$ cat config.mk
export PLATFORM = sky130hd
export DESIGN_NAME = pulse_measure
export DESIGN_NICKNAME = d
export VERILOG_FILES = /design/src/rtl/pulse_measure.sv
export SDC_FILE = /design/constraint.sdc
export NUM_CORES = 1
export LEC_CHECK = 0
export CORE_MARGIN = 2
export CORE_UTILIZATION = 30
export CTS_BUF_LIST = sky130_fd_sc_hd__clkbuf_16
export CTS_CLUSTER_DIAMETER = 120
export DETAILED_ROUTE_END_ITERATION = 16
export PLACE_DENSITY = 0.47
export SLEW_MARGIN = 20
export SYNTH_ARGS = -nofsm -noshare
export SYNTH_HDL_FRONTEND = slang
export SYNTH_SLANG_ARGS = --single-unit
$ cat constraint.sdc
create_clock -name clock -period 4.4 [get_ports clock]
set_clock_uncertainty 0.15 [all_clocks]
set_input_delay 0.88 -clock clock [delete_from_list [all_inputs] [get_ports clock]]
set_output_delay 0.88 -clock clock [all_outputs]
set_load 0.05 [all_outputs]
$ cat src/rtl/pulse_measure.sv
// pulse_measure: measures high width and period of a synchronized pulse train,
// presenting each finished measurement over a valid/ready handshake.
module pulse_measure #(
    parameter int WIDTH = 8
) (
    input  logic             clock,
    input  logic             reset,
    input  logic             signal,
    input  logic             enable,
    input  logic             ready,
    output logic             valid,
    output logic [WIDTH-1:0] high_width,
    output logic [WIDTH-1:0] period,
    output logic [WIDTH-1:0] count,
    output logic             overflow,
    output logic             missed
);
    typedef enum logic [1:0] {IDLE, HIGH, LOW} state_t;
    localparam logic [WIDTH-1:0] MAX = '1;
    localparam logic [WIDTH-1:0] ONE = WIDTH'(1);

    state_t           state_q, state_d;
    logic             s1_q, s2_q, s3_q;
    logic [WIDTH-1:0] hi_cnt_q, hi_cnt_d, per_cnt_q, per_cnt_d;
    logic             ovf_q, ovf_d;
    logic             valid_q, valid_d, missed_q, missed_d, overflow_q, overflow_d;
    logic [WIDTH-1:0] high_width_q, high_width_d, period_q, period_d, count_q, count_d;
    logic             rise, fall, done, xfer, load;

    function automatic logic [WIDTH-1:0] sat_inc(input logic [WIDTH-1:0] v);
        return (v == MAX) ? v : v + ONE;
    endfunction

    assign rise = s2_q & ~s3_q;
    assign fall = ~s2_q & s3_q;
    assign done = enable && (state_q == LOW) && rise;
    assign xfer = valid_q & ready;
    // A completion is only kept when the result slot is free or being drained this edge
    assign load = done & (~valid_q | ready);

    always_comb begin
        state_d   = state_q;
        hi_cnt_d  = hi_cnt_q;
        per_cnt_d = per_cnt_q;
        ovf_d     = ovf_q;
        if (!enable) begin
            state_d   = IDLE;
            hi_cnt_d  = '0;
            per_cnt_d = '0;
            ovf_d     = 1'b0;
        end else if (rise && state_q != HIGH) begin
            state_d   = HIGH;
            hi_cnt_d  = ONE;
            per_cnt_d = ONE;
            ovf_d     = 1'b0;
        end else if (state_q == HIGH) begin
            state_d   = fall ? LOW : HIGH;
            hi_cnt_d  = fall ? hi_cnt_q : sat_inc(hi_cnt_q);
            per_cnt_d = sat_inc(per_cnt_q);
            ovf_d     = ovf_q | (per_cnt_q == MAX) | (~fall & (hi_cnt_q == MAX));
        end else if (state_q == LOW) begin
            per_cnt_d = sat_inc(per_cnt_q);
            ovf_d     = ovf_q | (per_cnt_q == MAX);
        end
    end

    always_comb begin
        valid_d      = load | (valid_q & ~ready);
        missed_d     = ~xfer & (missed_q | (done & valid_q));
        high_width_d = load ? hi_cnt_q : high_width_q;
        period_d     = load ? per_cnt_q : period_q;
        overflow_d   = load ? ovf_q : overflow_q;
        count_d      = load ? count_q + ONE : count_q;
    end

    always_ff @(posedge clock or negedge reset) begin
        if (!reset) begin
            s1_q         <= 1'b0;
            s2_q         <= 1'b0;
            s3_q         <= 1'b0;
            state_q      <= IDLE;
            hi_cnt_q     <= '0;
            per_cnt_q    <= '0;
            ovf_q        <= 1'b0;
            valid_q      <= 1'b0;
            missed_q     <= 1'b0;
            overflow_q   <= 1'b0;
            high_width_q <= '0;
            period_q     <= '0;
            count_q      <= '0;
        end else begin
            s1_q         <= signal;
            s2_q         <= s1_q;
            s3_q         <= s2_q;
            state_q      <= state_d;
            hi_cnt_q     <= hi_cnt_d;
            per_cnt_q    <= per_cnt_d;
            ovf_q        <= ovf_d;
            valid_q      <= valid_d;
            missed_q     <= missed_d;
            overflow_q   <= overflow_d;
            high_width_q <= high_width_d;
            period_q     <= period_d;
            count_q      <= count_d;
        end
    end

    assign valid      = valid_q;
    assign missed     = missed_q;
    assign overflow   = overflow_q;
    assign high_width = high_width_q;
    assign period     = period_q;
    assign count      = count_q;
endmodule

Word level (Yosys, flattened, before mapping)
Index checks and enable logic that the tools add are counted.
- register bits: 49
- bits of input ports: 5
- equality and inequality tests: 9
- reductions and logical operators: 4
- add/subtract/negate cells: 3
- bitwise operators: 19
- muxes and demuxes: 18
- operator list (operator ; number):
    two-way mux 8 bit ; 10
    adder 8 x 1 -> 8 bit (second input constant) ; 3
    equality test 8 bit (second input constant) ; 2
    bitwise AND 1 bit ; 8
    two-way mux 2 bit ; 4
    inverter 1 bit ; 6
    bitwise OR 1 bit ; 5
    two-way mux 1 bit ; 4
    inequality test 4 x 1 -> 1 bit (second input constant) ; 1
    logical AND 1 bit ; 3
    inequality test 3 x 1 -> 1 bit (second input constant) ; 1
    inequality test 3 x 2 -> 1 bit (second input constant) ; 1
    inequality test 3 bit (second input constant) ; 1
    AND reduction 3 bit ; 1
    equality test 2 x 1 -> 1 bit (second input constant) ; 1
    equality test 2 bit (second input constant) ; 1
    inequality test 2 x 1 -> 1 bit (second input constant) ; 1

Logic depth before layout (Yosys ltp)
Gate-level depths: netlist (run 1).
- depth after elaboration: 8
- depth in mapped cells: 8

Worst setup path before layout (run 1)
OpenSTA, ideal clock, no wires.
- kind: input-to-reg
- start: in enable
- end: reg high_width_q[0], in the netlist high_width[0]
- cell stages on the path: 5
- buffers on the path: 2
- arrival time: 1940 ps
- path slack: 2185 ps
- cells stage by stage: and4b_1 and2_1 clkbuf_1 buf_2 mux2_2
- cells in the longest elaborated chain, start to end: 3
- ends and longest elaborated chain (item ; RTL line ; RTL):
    from (decl) ; 9 ; input logic enable,
    logical AND 1 bit (2 in series) ; 36 ; assign done = enable && (state_q == LOW) && rise;
    bitwise AND 1 bit ; 39 ; assign load = done & (~valid_q | ready);
    to (signal assigned) ; 102 ; high_width_q <= high_width_d;
    to (decl) ; 27 ; logic [WIDTH-1:0] high_width_q, high_width_d, period_q, period_d, count_q, count_d;
Every way passes these cells.
A chain may end at the register's enable or synchronous reset.

Final worst setup path (run 1)
- start: in enable
- end: reg period_q[1], in the netlist period[1]
- cells in the longest elaborated chain, start to end: 3
- ends and longest elaborated chain (item ; RTL line ; RTL):
    logical AND 1 bit (2 in series) ; 36 ;
    bitwise AND 1 bit ; 39 ;
    to (signal assigned) ; 103 ; period_q <= period_d;
    to (decl) ; 27 ;
Every way passes these cells.

==> impl_metrics.yaml, run 1 <==
worst_setup_path:
  startpoint: "enable"
  arrival_ps: 2920
  start_kind: "primary input"
  timing.rr.start: "state_q[0]"
  required_ps: 4410
  end_kind: "flop"
  path_class: "in2reg"
  r2r_slack_ps: 2060
  crit_fanout: 12
synth:
  async_reset_ff_share_pct: 100.0
  synth_top_area_share_pct: 54.54
  syn-num-nets: 203
  ys_top_cells_by_area: "dfrtp_1 (55%), mux2_2 (9.0%), ha_1 (2.8%)"
  synthCells: 193
  synth.avg_cell_area_sq_um: 11.65
  synth.cell_area_sq_um: 2248
  synth_top_area_cell: "dfrtp_1"
  synth_seq_cells: 49
  seq_area_frac_synth_pct: 54.54
  netlist_top_cells_count: "dfrtp_1 (49), mux2_2 (18), a21oi_1 (12)"
  synth_edf_count: 0
  synthFlopType: "dfrtp_1"
  synth_warnings: 0
  yosysMostFrequentCell: "dfrtp_1"
  ys_types: 41
finish:
  stdcell_area_sq_um: 2785
  seq_area_sq_um: 1226
  diodes: 0
  final_cell_count_no_fill: 324
  area_growth_syn_to_layout_pct: 23.87
  multiInputGateArea_sq_um: 948.4
  nets: 234
  fillCellCount: 734
  drive_gt1_share_pct: 12.44
drt:
  remaining_drc_errors: 0
  viasPerCell: 5.012
  wl_per_cell_um: 13.75
  drt_pass1_iterations: 4
  wirelength_um: 4454
  drtIter0Drc: 85
  drtAntennaViolNets: 0
  vias: 1624
sta:
  finalCritPeriodShare_pct: 66.03
  finalSetupViolCount: 0
  fin_crit_ps: 2905
  finalHoldViolations: 0
  fin_ws_ps: 1495
  tns_ps: 0
  hold_ws_ps: 199.3
  worst_slew_pin_slew_ps: 768.1
  max_freq_mhz: 344.2
  rsz0062_at_grt: "false"
  slew_headroom_pct: 48.57
  final-max-slew-violation-count: 0
global_route:
  grt_pass1_wl_um: 7693
  grt_max_degree: 35
  antenna_found_initial: 0
  grtUsageTotal_pct: 11.64
  grt_overflow_total: 0
  grt_pass1_vias: 1538
floorplan:
  start_util_pct: 31.00
  chipHeight_um: 90.57
  dieArea_sq_um: 8203
  fp.dieW_um: 90.57
  fp-row-count: 31
  ios: 32
  core_sq_um: 7253
place:
  place_area_sq_um: 2645
  pre_cts_slack_ps: 1135
  hpwlAfterDp_um: 3104
  placed_cells: 316
  portBuffers: 31
  gp_congestion: 0.7678
flow_run:
  drv_cap: 0
clock_network:
  clk_path_buf_depth: 2
  clock-sinks: 49
  cts_tree: "done"
  cts_resized: 0
  htree_levels: 2
  clk_latency_ps: 280
  path_clk_slew_ps: 60
  cts_root_buffer: "clkbuf_16"
  post_cts_buffers: 0
  cts_buffers: 5
  holdBufCountCts: 0
min_path:
  min_path_type: "reg2reg"
  min_from: "s1_q"
power_and_ir_drop:
  power_leakage_nw: 1.193
  p_per_area_nw_per_um2: 330.9
  irDropWorstVdd_mv: 0.1389
run_status:
  outcome: "finished clean"
==> cell usage in the layout, fill, tap and decap left out, drive strengths merged, types with 6 or more instances in the layout <==
cell type	instances
dfrtp	49
clkdlybuf4s50	30
mux2	18
a21oi	12
nand2	11
inv	9
o31ai	7
o21ai	6
or3	6
==> power by group <==
group,leakage (nW),switching [W],internal (W)
sequential,0.672,0.0000136,0.000461
clock,0.0724,0.000158,0.000207
combinational,0.448,0.0000529,0.0000291
==> worst paths after layout <==
check	end	cells after the start
setup / recovery	period[1]	5
hold / removal	s2_q	0
setup reg to reg	period[1]	6
hold reg to reg	s2_q	0
max in group asynchronous	count[6]	2
min in group asynchronous	hi_cnt_q[0]	1
==> stage by stage <==
stage | total power, W | utilization [%]
6_report | 0.0009215 | 38.40
2_1_floorplan | 0.0005339 | -
3_3_place_gp | 0.0005673 | 36.47
3_5_place_dp | 0.0005673 | 36.47
5_1_grt | 0.0009652 | 38.40
4_1_cts | 0.0009360 | 38.40
==> flip-flops by register name, summed over array words and instances (netlist names), 2 cells and up <==
name and cells:
state_q 2, per_cnt_q 8, period 8, count 8
high_width 8, hi_cnt_q 8
==> final cells by class <==
cell class                 count  area share (%)
sequential                    49           44.03
multi-input combinational    128           34.05
timing repair buffer          33           11.50
clock buffer                   5           4.492
tap                           99           4.447
inverter                       7          0.9434
clock inverter                 3          0.5391
==> metal layers <==
metal	vias up	GRT usage, %	routed length [um]
li1	782	-	-
met1	802	15.77	2278
met2	36	17.97	1948
met3	4	2.755	162
met4	0	4.615	65
met5	-	0	0
==> cell families (layout without fill, tap and decap cells) <==
logic type / after synthesis / after routing / synth area share (%)
XOR/XNOR: 7 / 7 / 2.727
AO/OA/AOI/OAI: 40 / 40 / 11.46
buffers and inverters: 16 / 48 / 3.284
AND/OR/NAND/NOR: 56 / 56 / 15.30
adder cells (fa/ha/maj): 5 / 5 / 2.782
multiplexers: 20 / 20 / 9.905
flip-flops: 49 / 49 / 54.54
==> worst max-delay path, stage by stage <==
cell and delay, ps:
clkdlybuf4s50_1 570, and4b_1 330, and2_1 490, buf_4 300
mux2_2 340
(Power assumes the default switching activity.)
==> run 2: changes to the inputs <==
==> constraint.sdc (replaced) <==
create_clock -name clock -period 2.8 [get_ports clock]
set_clock_uncertainty 0.15 [all_clocks]
set_input_delay 0.56 -clock clock [delete_from_list [all_inputs] [get_ports clock]]
set_output_delay 0.56 -clock clock [all_outputs]
set_load 0.05 [all_outputs]
==> impl_metrics.yaml, run 2 (synthesized netlist as in run 1, its figures left out) <==
floorplan:
  chipHeight_um: 90.57
  ios: 32
  fp-row-count: 31
  dieArea_sq_um: 8203
  start_util_pct: 31.00
  fp.dieW_um: 90.57
  core_sq_um: 7253
clock_network:
  htree_levels: 2
  clk_latency_ps: 280
  clock-sinks: 49
  path_clk_slew_ps: 60
  cts_root_buffer: "clkbuf_16"
  clk_path_buf_depth: 2
  cts_tree: "done"
  cts_buffers: 5
  cts_resized: 0
  post_cts_buffers: 0
  holdBufCountCts: 0
worst_setup_path:
  crit_chain: "clkdlybuf4s50_1"
  timing.rr.start: "hi_cnt_q[0]"
  slowest_stage: "clkdlybuf4s50_1"
  r2r_slack_ps: 590
  crit_fanout: 5
  required_ps: 2090
  start_kind: "flop"
  cpPeakStageDelay_ps: 830
  path_delay_family: "buffers and inverters"
  path_class: "reg2out"
  crit_buf_inv: 1
  end_kind: "output pin"
  startpoint: "count[0]"
  arrival_ps: 1530
power_and_ir_drop:
  switching_share_pct: 24.26
  switching_power_w: 0.0003513
  p_seq_share_pct: 51.5
  pwr-share-comb_pct: 9.0
  irDropWorstVdd_mv: 0.2566
  p_int_w: 0.001097
  power_leakage_nw: 1.204
  clkPwrFrac_pct: 39.5
  p_total_w: 0.001448
  p_per_area_nw_per_um2: 517.0
global_route:
  grtUsageTotal_pct: 11.78
  grt_max_degree: 50
  grt_pass1_wl_um: 7803
  grt_overflow_total: 0
  antenna_found_initial: 0
  grt_pass1_vias: 1558
drt:
  wirelength_um: 4465
  viasPerCell: 4.853
  drt_pass1_iterations: 4
  drtAntennaViolNets: 0
  remaining_drc_errors: 0
  drtIter0Drc: 64
  wl_per_cell_um: 13.70
  vias: 1582
sta:
  rsz0062_at_grt: "false"
  final-max-slew-violation-count: 0
  max_freq_mhz: 446.0
  finalHoldViolations: 0
  worst_slew_pin_slew_ps: 781.7
  finalCritPeriodShare_pct: 80.07
  fin_crit_ps: 2242
  tns_ps: 0
  finalSetupViolCount: 0
  hold_ws_ps: 199.9
  slew_headroom_pct: 47.65
place:
  portBuffers: 31
  gp_congestion: 0.7596
  hpwlAfterDp_um: 3045
finish:
  nets: 236
  fillCellCount: 725
  diodes: 0
  layout_common_cells: "dfrtp_1 (49), clkdlybuf4s50_1 (30), mux2_2 (18)"
  fin_util_pct: 38.61
  area_growth_syn_to_layout_pct: 24.54
  layout_commonest_cell: "dfrtp_1"
  drive_gt1_share_pct: 13.22
run_status:
  outcome: "finished clean"
min_path:
  min_path_type: "reg2reg"
  min_from: "s1_q"
flow_run:
  drv_cap: 0
## run 2: path summary, 6_finish.rpt
| kind | to | cells after the start |
|---|---|---|
| min in group asynchronous | hi_cnt_q[0] | 2 |
| setup reg to reg | hi_cnt_q[5] | 5 |
| hold reg to reg | s2_q | 0 |
| setup / recovery | count[0] | 1 |
| hold / removal | s2_q | 0 |
| max in group asynchronous | count[2] | 2 |
## run 2: metrics by stage
step / cell area (sq um) / setup slack, ps / instances
floorplan: 2248 / 683.7 / 193
global placement: 2660 / 337.6 / 318
detailed placement: 2660 / 301.9 / 318
CTS: 2800 / 549.5 / 326
global route: 2800 / 378.7 / 326
finish: 2800 / 558.0 / 326
## run 2: power by group through the flow
| stage | Clock, W | Combinational [W] | Sequential [W] |
|---|---|---|---|
| after floorplan | 0 | 0.0000596 | 0.000779 |
| after detailed placement | 0 | 0.000133 | 0.000759 |
| after CTS | 0.000595 | 0.000134 | 0.000746 |
| after global placement | 0 | 0.000133 | 0.000759 |
| after global routing | 0.000621 | 0.000146 | 0.000749 |
| final | 0.000572 | 0.000130 | 0.000746 |
## run 2: area by class of cell
class	instances	area, sq um	share of cell area, %
inverter	7	26.28	0.9383
clock buffer	5	125.1	4.468
clock inverter	3	15.01	0.5362
sequential	49	1226	43.79
multi-input combinational	128	948.4	33.87
timing repair buffer	35	335.3	11.97
tap	99	123.9	4.424
## run 2: per-layer routing
layer | share of wire [%] | track usage [%]
met5 | 0 | 0
met4 | 1.8 | 5.000
met3 | 2.9 | 2.087
met2 | 44 | 18.47
met1 | 51 | 16.02
==> run 3: changes to the inputs <==
--- a/config.mk
+++ b/config.mk
@@ -10,7 +10,7 @@
 export CTS_BUF_LIST = sky130_fd_sc_hd__clkbuf_16
 export CTS_CLUSTER_DIAMETER = 120
 export DETAILED_ROUTE_END_ITERATION = 16
-export PLACE_DENSITY = 0.47
+export PLACE_DENSITY = 0.49
 export SLEW_MARGIN = 20
 export SYNTH_ARGS = -nofsm -noshare
 export SYNTH_HDL_FRONTEND = slang
==> constraint.sdc (replaced) <==
create_clock -name clock -period 1.9 [get_ports clock]
set_clock_uncertainty 0.15 [all_clocks]
set_input_delay 0.38 -clock clock [delete_from_list [all_inputs] [get_ports clock]]
set_output_delay 0.38 -clock clock [all_outputs]
set_load 0.05 [all_outputs]
==> impl_metrics.yaml, run 3 (synthesized netlist as in run 1, its figures left out) <==
worst_setup_path:
  r2r_slack_ps: -50
  end_kind: "flop"
  start_kind: "flop"
  arrival_ps: 2020
  path_class: "reg2reg"
  timing.rr.start: "state_q[0]"
  rr_worst_depth: 5
  crit_chain: "ha_4, or3b_4, and3_4, or4_1, a21oi_1"
  cp-endpoint: "per_cnt_q[3]"
  startpoint: "state_q[0]"
  required_ps: 1970
  crit_fanout: 5
  cpPeakStageDelay_ps: 460
  reg2reg_to: "per_cnt_q[3]"
  slowest_stage: "or4_1"
clock_network:
  htree_levels: 2
  path_clk_slew_ps: 70
  cts_buffers: 5
  clk_path_buf_depth: 2
  cts_tree: "done"
  clock-sinks: 49
  cts_root_buffer: "clkbuf_16"
  clk_latency_ps: 290
place:
  gp_congestion: 0.7485
  hpwlAfterDp_um: 3439
  portBuffers: 31
flow_run:
  drv_cap: 0
finish:
  layout_common_cells: "buf_4 (64), dfrtp_1 (49), mux2_4 (18)"
  nets: 277
  diodes: 0
  layout_commonest_cell: "buf_4"
  fillCellCount: 694
  area_growth_syn_to_layout_pct: 46.47
  drive_gt1_share_pct: 43.66
floorplan:
  chipHeight_um: 90.57
  fp-row-count: 31
  fp.dieW_um: 90.57
  core_sq_um: 7253
  ios: 32
  dieArea_sq_um: 8203
  start_util_pct: 31.00
global_route:
  use_met1_pct: 17.64
  grt_max_degree: 50
  grt_pass1_wl_um: 8625
  grt_use_met2_pct: 20.77
  busiest_layer: "met2"
  grtUsageMet3_pct: 2.671
  grt_pass1_vias: 1755
  grt_overflow_total: 0
  antenna_found_initial: 0
  grtUsageTotal_pct: 12.94
power_and_ir_drop:
  power_leakage_nw: 1.515
  p_total_w: 0.002265
  irDropWorstVdd_mv: 0.3139
  p_per_area_nw_per_um2: 687.7
sta:
  final-max-slew-violation-count: 0
  rsz0062_at_grt: "true"
  fin_ws_ps: -49.35
  finalCritPeriodShare_pct: 102.6
  max_freq_mhz: 513.0
  finalHoldViolations: 0
  finalSetupViolCount: 2
  slew_headroom_pct: 65.49
  worst_slew_pin_slew_ps: 515.4
  fin_crit_ps: 1949
  hold_ws_ps: 205.2
run_status:
  failed_checks: "negative setup slack"
  outcome: "finished, violations left"
min_path:
  min_path_type: "reg2reg"
  hold_depth: 0
  min_from: "s1_q"
drt:
  wirelength_um: 5444
  viasPerCell: 4.918
  drtIter0Drc: 80
  remaining_drc_errors: 0
  drtAntennaViolNets: 0
  drt_pass1_iterations: 4
  wl_per_cell_um: 14.83
  vias: 1805
-- run 3: how the worst min path moves through the flow --
stage	endpoint	slack (ps)
3_3_place_gp	s2_q	190
4_1_cts	s2_q	210
2_1_floorplan	count[0]	-70
3_5_place_dp	s2_q	200
6_report	s2_q	210
5_1_grt	s2_q	220
-- run 3: final cells by class --
cell class	instances	area [sq um]	area share, %
flip-flops and latches	49	1226	37.23
multi-input cells	129	1130	34.31
repair buffers	75	640.6	19.45
clock buffers	5	125.1	3.799
well taps	99	123.9	3.761
inverters	7	28.78	0.8739
clock inverters	3	18.77	0.5699
-- run 3: metal layers --
metal | share of wire (%) | vias to the layer above
li1 | - | 869
met3 | 3.1 | 4
met5 | 0 | -
met2 | 50 | 32
met4 | 0.70 | 0
met1 | 47 | 900
-- run 3: through the flow --
| stage | cells | area [sq um] | setup TNS (ps) | util [%] | worst slack (ps) |
|---|---|---|---|---|---|
| floorplan | 193 | 2258 | -384.9 | - | -118.2 |
| global placement | 350 | 2863 | -5177 | 39.47 | -244.8 |
| detailed placement | 350 | 2863 | -5231 | 39.47 | -268.5 |
| CTS | 361 | 3037 | -97.02 | 41.87 | -61.46 |
| global route | 367 | 3293 | -797.6 | 45.40 | -77.32 |
| finish | 367 | 3293 | -55.06 | 45.40 | -49.35 |
-- run 3: worst max-delay path: cells and delay by family (launching register included) --
kind	cells	cell delay [ps]
simple gates	3	1000
flops	1	420
fa+ha+maj	1	170
compound gates	1	130
-- run 3: repair_timing --
item / in CTS / in global routing
endpoints found under the hold margin: 49 / 0
setup endpoints to repair: 5 / 33
gates cloned: 1 / 3
hold buffers: 1 / 0
pin swaps: 2 / 7
gates resized for setup: 2 / 44
setup buffers: 1 / 3
-- run 3: where the power goes --
part	leakage [nW]	switching, W	internal [W]
Clock	0.0672	0.000393	0.000483
Combinational	0.775	0.000160	0.000137
Sequential	0.672	0.0000231	0.00107
Total	1.51	0.000576	0.00169
